$ cat config.mk
export PLATFORM = sky130hd
export DESIGN_NAME = col_addr_skid_buf
export DESIGN_NICKNAME = d
export VERILOG_FILES = /design/src/rtl/col_addr_skid_buf_pkg.sv /design/src/rtl/col_addr_skid_buf.sv
export SDC_FILE = /design/constraint.sdc
export NUM_CORES = 1
export LEC_CHECK = 0
export CORE_UTILIZATION = 50
export DETAILED_ROUTE_END_ITERATION = 12
export DONT_BUFFER_PORTS = 1
export PLACE_DENSITY_LB_ADDON = 0.08
export SYNTH_ARGS = -nofsm -noshare
export SYNTH_HDL_FRONTEND = slang
export SYNTH_SLANG_ARGS = --single-unit
export TNS_END_PERCENT = 5
$ cat constraint.sdc
create_clock -name sys_clk -period 3.89 [get_ports sys_clk]
set_clock_uncertainty 0.05 [all_clocks]
set_input_delay 0.389 -clock sys_clk [delete_from_list [all_inputs] [get_ports sys_clk]]
set_output_delay 0.389 -clock sys_clk [all_outputs]
set_load 0.005 [all_outputs]
$ cat src/rtl/col_addr_skid_buf_pkg.sv
// Shared memShare definitions for the column-address skid buffer:
// default widths/limits and the buffer FSM state encoding.
package col_addr_skid_buf_pkg;

  // Default column-address width.
  localparam int DEF_COL_ADDR_W = 8;

  // Default maximum number of consecutive replay cycles per pipeline cycle.
  localparam int DEF_MAX_ALLOC_SEQ_NUM = 2;

  // Buffer FSM state encoding (kept as plain constants for legacy tools).
  typedef logic [1:0] skid_state_t;
  localparam skid_state_t ST_EMPTY    = 2'd0;  // nothing held
  localparam skid_state_t ST_OUT_ONLY = 2'd1;  // output register valid
  localparam skid_state_t ST_OUT_SKID = 2'd2;  // output valid + address parked

  // True when the state presents a valid address downstream.
  function automatic logic state_has_output(input skid_state_t s);
    return (s == ST_OUT_ONLY) || (s == ST_OUT_SKID);
  endfunction

endpackage

$ cat src/rtl/col_addr_skid_buf.sv
// Column-address skid buffer: one output register plus one skid register.
// While isColAddr_skid_i is high the current output is replayed and a new
// address is parked; a replay-run counter flags runs that are too long.
module col_addr_skid_buf
  import col_addr_skid_buf_pkg::*;
#(
  parameter int COL_ADDR_W        = DEF_COL_ADDR_W,
  parameter int MAX_ALLOC_SEQ_NUM = DEF_MAX_ALLOC_SEQ_NUM
) (
  input  logic                  sys_clk,
  input  logic                  rstn,
  input  logic [COL_ADDR_W-1:0] colAddr_i,
  input  logic                  colAddr_vld_i,
  output logic                  colAddr_rdy_o,
  input  logic                  isColAddr_skid_i,
  input  logic                  pipeCycle_begin_i,
  input  logic                  shift_rdy_i,
  output logic [COL_ADDR_W-1:0] colAddr_o,
  output logic                  colAddr_vld_o,
  output logic                  skid_occ_o,
  output logic                  ovf_err_o,
  output logic                  replay_err_o
);

  // The counter must be able to hold MAX_ALLOC_SEQ_NUM+1 (the error level).
  localparam int CNT_W = $clog2(MAX_ALLOC_SEQ_NUM + 2);
  localparam logic [CNT_W-1:0] CNT_MAX = CNT_W'(MAX_ALLOC_SEQ_NUM + 1);
  localparam logic [CNT_W-1:0] CNT_ONE = CNT_W'(1);

  skid_state_t           state_reg, state_next;
  logic [COL_ADDR_W-1:0] out_reg, out_next;
  logic [COL_ADDR_W-1:0] skid_reg, skid_next;
  logic                  rdy_reg, rdy_next;
  logic [CNT_W-1:0]      cnt_reg, cnt_next;
  logic                  ovf_reg, ovf_next;
  logic                  rerr_reg, rerr_next;

  logic out_vld;
  logic accept;
  logic consumed;

  assign out_vld  = state_has_output(state_reg);
  assign accept   = colAddr_vld_i & rdy_reg;
  assign consumed = out_vld & shift_rdy_i;

  assign colAddr_o     = out_reg;
  assign colAddr_vld_o = out_vld;
  assign skid_occ_o    = (state_reg == ST_OUT_SKID);
  assign colAddr_rdy_o = rdy_reg;
  assign ovf_err_o     = ovf_reg;
  assign replay_err_o  = rerr_reg;

  // Next-state and datapath selection for the output/skid registers.
  always_comb begin
    state_next = state_reg;
    out_next   = out_reg;
    skid_next  = skid_reg;
    case (state_reg)
      ST_EMPTY: begin
        // Skid select has no meaning with nothing to replay.
        if (accept) begin
          out_next   = colAddr_i;
          state_next = ST_OUT_ONLY;
        end
      end
      ST_OUT_ONLY: begin
        if (isColAddr_skid_i) begin
          // Replay: output holds even if downstream took it.
          if (accept) begin
            skid_next  = colAddr_i;
            state_next = ST_OUT_SKID;
          end
        end else if (consumed && accept) begin
          out_next = colAddr_i;
        end else if (consumed) begin
          state_next = ST_EMPTY;
        end else if (accept) begin
          skid_next  = colAddr_i;
          state_next = ST_OUT_SKID;
        end
      end
      ST_OUT_SKID: begin
        if (!isColAddr_skid_i && consumed) begin
          out_next   = skid_reg;
          state_next = ST_OUT_ONLY;
        end
      end
      default: begin
        state_next = ST_EMPTY;
      end
    endcase
  end

  // Ready is registered: only the full state refuses new addresses.
  always_comb begin
    rdy_next = (state_next != ST_OUT_SKID);
  end

  // Replay-run counter: pipeline-cycle start restarts the run, and a replay
  // in that same cycle counts as the first cycle of the new run.
  always_comb begin
    cnt_next = cnt_reg;
    if (pipeCycle_begin_i) begin
      cnt_next = (isColAddr_skid_i && out_vld) ? CNT_ONE : '0;
    end else if (!isColAddr_skid_i) begin
      cnt_next = '0;
    end else if (out_vld && (cnt_reg != CNT_MAX)) begin
      cnt_next = cnt_reg + CNT_ONE;
    end
  end

  // Sticky error flags.
  always_comb begin
    ovf_next  = ovf_reg | (colAddr_vld_i & ~rdy_reg);
    rerr_next = rerr_reg | (cnt_reg == CNT_MAX);
  end

  // State registers with synchronous active-low reset.
  always_ff @(posedge sys_clk) begin
    if (!rstn) begin
      state_reg <= ST_EMPTY;
      out_reg   <= '0;
      skid_reg  <= '0;
      rdy_reg   <= 1'b1;
      cnt_reg   <= '0;
      ovf_reg   <= 1'b0;
      rerr_reg  <= 1'b0;
    end else begin
      state_reg <= state_next;
      out_reg   <= out_next;
      skid_reg  <= skid_next;
      rdy_reg   <= rdy_next;
      cnt_reg   <= cnt_next;
      ovf_reg   <= ovf_next;
      rerr_reg  <= rerr_next;
    end
  end

endmodule

==> impl_results.md, run 1 <==
* CTS tree: built
* Worst EP required at 4.05 ns
* Area Growth Syn to Fin at 3.01%
* GP Congestion at between 0.8 and 0.9
* Distinct cells, synth at 27
* # nets final at between 100 and 150
* Row count at 16
* Post-CTS Setup Bufs at 0
* Gr busiest metal: met2
* Die ar. at 2350 um2
* Initial Util at about 54%
* CTS Hold Bufs at 0
* Count leader, synth: dfxtp_1
* Max Slew Vio Count at 0
* Startpoint Class: flop
* Die X at 48.5 um
* Vias in the first global route at 755
* Initial antenna violation count at 0
* IO Pins at 27
* Leak at 0.452 nW
* Met2 global-route usage at 27.7%
* Slew Limit Headroom at a little over a third
* Net count after synthesis at approximately 130
* Synthesis-stage register bit count at 23
* Clock slew at reported path FFs at 0.12 ns
* Core box area at 2000 um2
* Crit end category: flop
* GR Util All Layers at 18.6%
* Final Cycle Share at 64.2%
* Post-synth ARST share at 0%
* H-tree Lvls at 1
* Final setup viols at 0
* Port Buffers at 0
* Tightest Hold Check Type: input pin to flop
* Multi-input gate area at about 580 um2
* Synth warn at 0
* Remaining antenna violation count at 0
* Die Y at 48.5 um
* Layout Cell Area excl Fill at between 1000 and 1500 um2
* TNS Setup at 0 ns
* Antenna cells at 0
* Synth top cells by count: dfxtp_1 (23), mux2i_1 (16), nor2_1 (12)
* RSZ-0062 raised after global routing: false
* M1 GR Usage at 24.4%
* Dominant cells by area after synthesis: dfxtp_1 (43%), mux2i_1 (15%), a311oi_1 (7.3%)
* Drt wl/cell at about 15 um
* Area leader, netlist: dfxtp_1
* Top cell type's share of synthesized area at 42.6%
* Peak VDD IR at 0.000284 V
* Post-synthesis sequential area ratio at 42.6%
* Top_reg_cell synth: dfxtp_1
* Post-synth EDFFs at 0
* Met3 Use GR at just over 7%
* Post-CTS sizing at 0
* Final HPWL DP at 1.48 mm
* Grt ovf at 0
* Final min period at 2.50 ns
* DRT iter0 DRCs at 14
* Worst-Skew Late Latency at 0.30 ns
* Largest fanout on the critical path at 16
* Post-Synthesis Cells at around 110
* Status: completed
* Mapped Area at 1080 um2
* Initial DRT Pass Iterations at 4
* Max_cap viols at 0
* Worst-Margin Slew at 0.951 ns
* Via count at 760
* Max Fclk at 0.401 GHz
* Final Hold Vio Count at 0
* Register area at 460 um2
* Root Buffer: clkbuf_4
* DRC at 0
* CP Class: flop to flop
* Share of post-route cells with drive strength above 1 at 4.67%
* Largest net degree at the start of global routing at 19
* Clock Path Buffers at 2
* Clock sink total at 23
* First-pass GRT wire length at 3.37 mm
* Post-DR vias/cell at 5.67
* TritonCTS Buffers at 3
* Average size of a mapped cell at 10.1 um2
* Data arrival, critical path at 2.66 ns
* WL final at 2.00 mm
* # fillers at 192
* Power per standard cell area at 435 nW/um2
* Area after DPL at 1090 um2
[final cells by class]
| type | count | share of cell area [%] |
|---|---|---|
| well taps | 27 | 3.03 |
| flip-flops and latches | 23 | 41.3 |
| inverters | 4 | 1.35 |
| clock buffers | 4 | 2.36 |
| multi-input cells | 76 | 51.9 |
[worst paths after layout]
check / from / end / slack (ns) / cells after the start
setup / recovery: state_reg[1] / colAddr_o[7] / 1.39 / 6
hold / removal: pipeCycle_begin_i / cnt_reg[1] / 0.1 / 1
setup reg to reg: state_reg[1] / colAddr_o[7] / 1.39 / 6
hold reg to reg: cnt_reg[1] / cnt_reg[1] / 0.43 / 2
[report_power, final]
part / internal [mW] / leakage, nW / switching, mW
Clock: 0.0399 / 0.0150 / 0.0675
Combinational: 0.0438 / 0.249 / 0.0578
Sequential: 0.259 / 0.188 / 0.0172
[layer usage]
metal  wire length (um)  vias up
li1                   -      390
met1               1020      356
met2                860       14
met3                125        0
met4                  0        0
met5                  0        -
[critical path: stages, from the launching register on]
cell      delay, ns
dfxtp_1        0.46
inv_1          0.10
ha_1           0.42
nand3b_4       0.16
o21ai_1        0.78
a21oi_1        0.17
a311oi_1       0.26
[metrics by stage]
step           utilization, %  setup WS, ns  hold slack [ns]  cells  total power [mW]
2_1_floorplan               -          1.95            0.392    107             0.369
3_3_place_gp             54.3          1.53            0.412    130             0.379
3_5_place_dp             54.3          1.43            0.423    130             0.383
4_1_cts                  55.6          1.40           0.0905    134             0.490
5_1_grt                  55.6          1.12           0.0885    134             0.514
6_report                 55.6          1.39           0.0966    134             0.485
[cells by family (layout without fill, tap and decap cells)]
group                    Yosys count  in the layout  synth area share, %
AND/OR/NAND/NOR                   26             26                 12.8
buffers and inverters              8              8                 3.93
XOR/XNOR                           1              1                0.810
flip-flops                        23             23                 42.6
adder cells (fa/ha/maj)            5              5                 5.79
multiplexers                      16             16                 14.8
AO/OA/AOI/OAI                     28             28                 19.2
[cell usage in the layout (no fill, tap or decap)]
master    Yosys  layout
dfxtp_1      23      23
mux2i_1      16      16
nor2_1       12      12
a21oi_1      11      11
a311oi_1      9       9
ha_1          5       5
inv_1         3       3
nand2_1       3       3
nand3_1       3       3
clkbuf_4      0       3
o21ai_0       2       2
nand3b_1      2       2
nand2b_1      2       2
a21boi_0      2       2
nand3b_4      1       1
a221oi_4      1       1
o21ai_1       1       1
clkinv_1      1       1
or2b_1        1       1
xnor2_1       1       1
a311o_1       1       1
nor2b_1       1       1
and2_1        1       1
a211oi_1      1       1
clkbuf_1      1       1
(Power assumes the default switching activity.)
==> run 2: changes to the inputs <==
- clock period: 3.89 -> 2.03 ns (I/O delays scaled with it)
==> impl_results.md, run 2 (same netlist as run 1, synthesis figures left out) <==
* Status: completed
* Commonest cells after routing, fill and taps aside: dfxtp_1 (22), mux2i_1 (16), dlygate4sd3_1 (13), nor2_1 (12), a21oi_1 (11)
* Final Cycle Share at a little over nine tenths
* R2R Path Start: state_reg[0]
* Peak VDD IR at 0.000397 V
* RR Endpoint: colAddr_o[4]
* Worst EP required at 2.20 ns
* Remaining antenna violation count at 0
* DRT iter0 DRCs at 16
* Grt ovf at 0
* Max stage delay on crit path at 0.38 ns
* Max_cap viols at 0
* Worst Setup SP: state_reg[0]
* Port Buffers at 0
* GR Util All Layers at between 10% and 20%
* CP Cell Sequence: inv_1, ha_4, nand3b_4, a221oi_4, buf_12, a21oi_1, a311oi_1
* CTS tree: built
* Share of post-route cells with drive strength above 1 at 11.1%
* Leak at 0.544 nW
* Vias in the first global route at approximately 790
* Core box area at 2000 um2
* Via count at around 840
* # nets final at between 100 and 150
* GP Congestion at 0.795
* R2R depth at 7
* Initial DRT Pass Iterations at 4
* Worst-Skew Late Latency at 0.31 ns
* WL final at 2.26 mm
* Dpl cells at between 100 and 150
* Initial antenna violation count at 0
* Power per standard cell area at 767 nW/um2
* Root Buffer: clkbuf_4
* Row count at 16
* CP Class: flop to flop
* Clock sink total at 23
* H-tree Lvls at 1
* Initial Util at 54.0%
* Antenna cells at 0
* RSZ-0062 raised after global routing: false
* Largest fanout on the critical path at 16
* Area Growth Syn to Fin at 21.8%
* Max Fclk at 0.520 GHz
* Critical Path Sink: colAddr_o[4]
* Worst-Margin Slew at 0.519 ns
* Die X at 48.5 um
* Final setup viols at 0
* Die ar. at 2350 um2
* Max Slew Vio Count at 0
* Crit end category: flop
* Final min period at 1.92 ns
* DRC at 0
* Most common cell after layout, fill and taps aside: dfxtp_1
* Final Hold Vio Count at 0
* TritonCTS Buffers at 3
* Critical Path Slowest Stage Cell: dfxtp_2
* Post-DR vias/cell at 5.52
* IO Pins at 27
* Tightest Hold Check Type: input pin to flop
* Final HPWL DP at around 1.5 mm
* Data arrival, critical path at 2.09 ns
* Smallest hold slack at 0.0101 ns
* Total power at between 1 and 1.5 mW
* Slew Limit Headroom at around two thirds
* TNS Setup at 0 ns
* Clock Path Buffers at 2
* First-pass GRT wire length at between 3 and 4 mm
* Final non-filler cell total at 153
* Largest net degree at the start of global routing at 19
* Die Y at 48.5 um
* Drt wl/cell at 14.7 um
* Internal reg-to-reg setup slack at 0.11 ns
* Startpoint Class: flop
* Clock slew at reported path FFs at ~0.13 ns
==> run 2: changes by cell type in the layout (fill, tap and decap cells not counted), sizes merged <==
cell / change
buf: +6
clkbuf: -1
clkinv: +1
dlygate4sd3: +13
==> run 2: final cells by class <==
class | count | area [um2]
Multi-Input combinational cell | 76 | 591
Inverter | 4 | 15.0
Clock inverter | 1 | 5.00
Fill cell | 170 | 686
Tap cell | 27 | 33.8
Sequential cell | 23 | 462
Clock buffer | 3 | 22.5
Timing Repair Buffer | 19 | 188
==> run 2: how the worst min path moves through the flow <==
stage / from / depth (start not counted) / to
after floorplan: pipeCycle_begin_i / 1 / cnt_reg[1]
final: pipeCycle_begin_i / 2 / cnt_reg[0]
after detailed placement: pipeCycle_begin_i / 1 / cnt_reg[1]
after CTS: rstn / 2 / state_reg[0]
after global placement: pipeCycle_begin_i / 1 / cnt_reg[1]
after global routing: pipeCycle_begin_i / 2 / cnt_reg[0]
==> run 2: power breakdown <==
part | internal, mW | switching [mW]
sequential | 0.496 | 0.0314
clock | 0.0737 | 0.147
combinational | 0.134 | 0.127
==> run 2: layer usage <==
layer  track usage, %  part of all wire [%]
met1             27.8                    52
met2             28.6                    42
met3             5.03                   4.9
met4             7.84                   1.3
met5                0                     0
==> run 2: repair_timing <==
item / in CTS / in global routing
endpoints found under the hold margin: 11 / 1
hold buffers: 12 / 1
setup buffers: 0 / 0
resized for setup: 0 / 2
endpoints found under the setup margin: 0 / 8
==> run 2: metrics by stage <==
| stage | utilization [%] | setup WS (ns) | instance area [um2] |
|---|---|---|---|
| after floorplan | - | 0.0933 | 1080 |
| after global placement | 57.2 | 0.160 | 1140 |
| after detailed placement | 57.2 | 0.0649 | 1140 |
| after CTS | 64.6 | 0.0392 | 1290 |
| after global routing | 65.8 | 0.0242 | 1320 |
| final | 65.8 | 0.108 | 1320 |
==> run 2: worst max-delay path, delay by kind of cell (launching register included) <==
family / cells / cell delay [ns]
adder cells (fa/ha/maj): 1 / 0.30
AND/OR/NAND/NOR: 1 / 0.13
flip-flops: 1 / 0.38
AO/OA/AOI/OAI: 3 / 0.66
buffers and inverters: 2 / 0.29
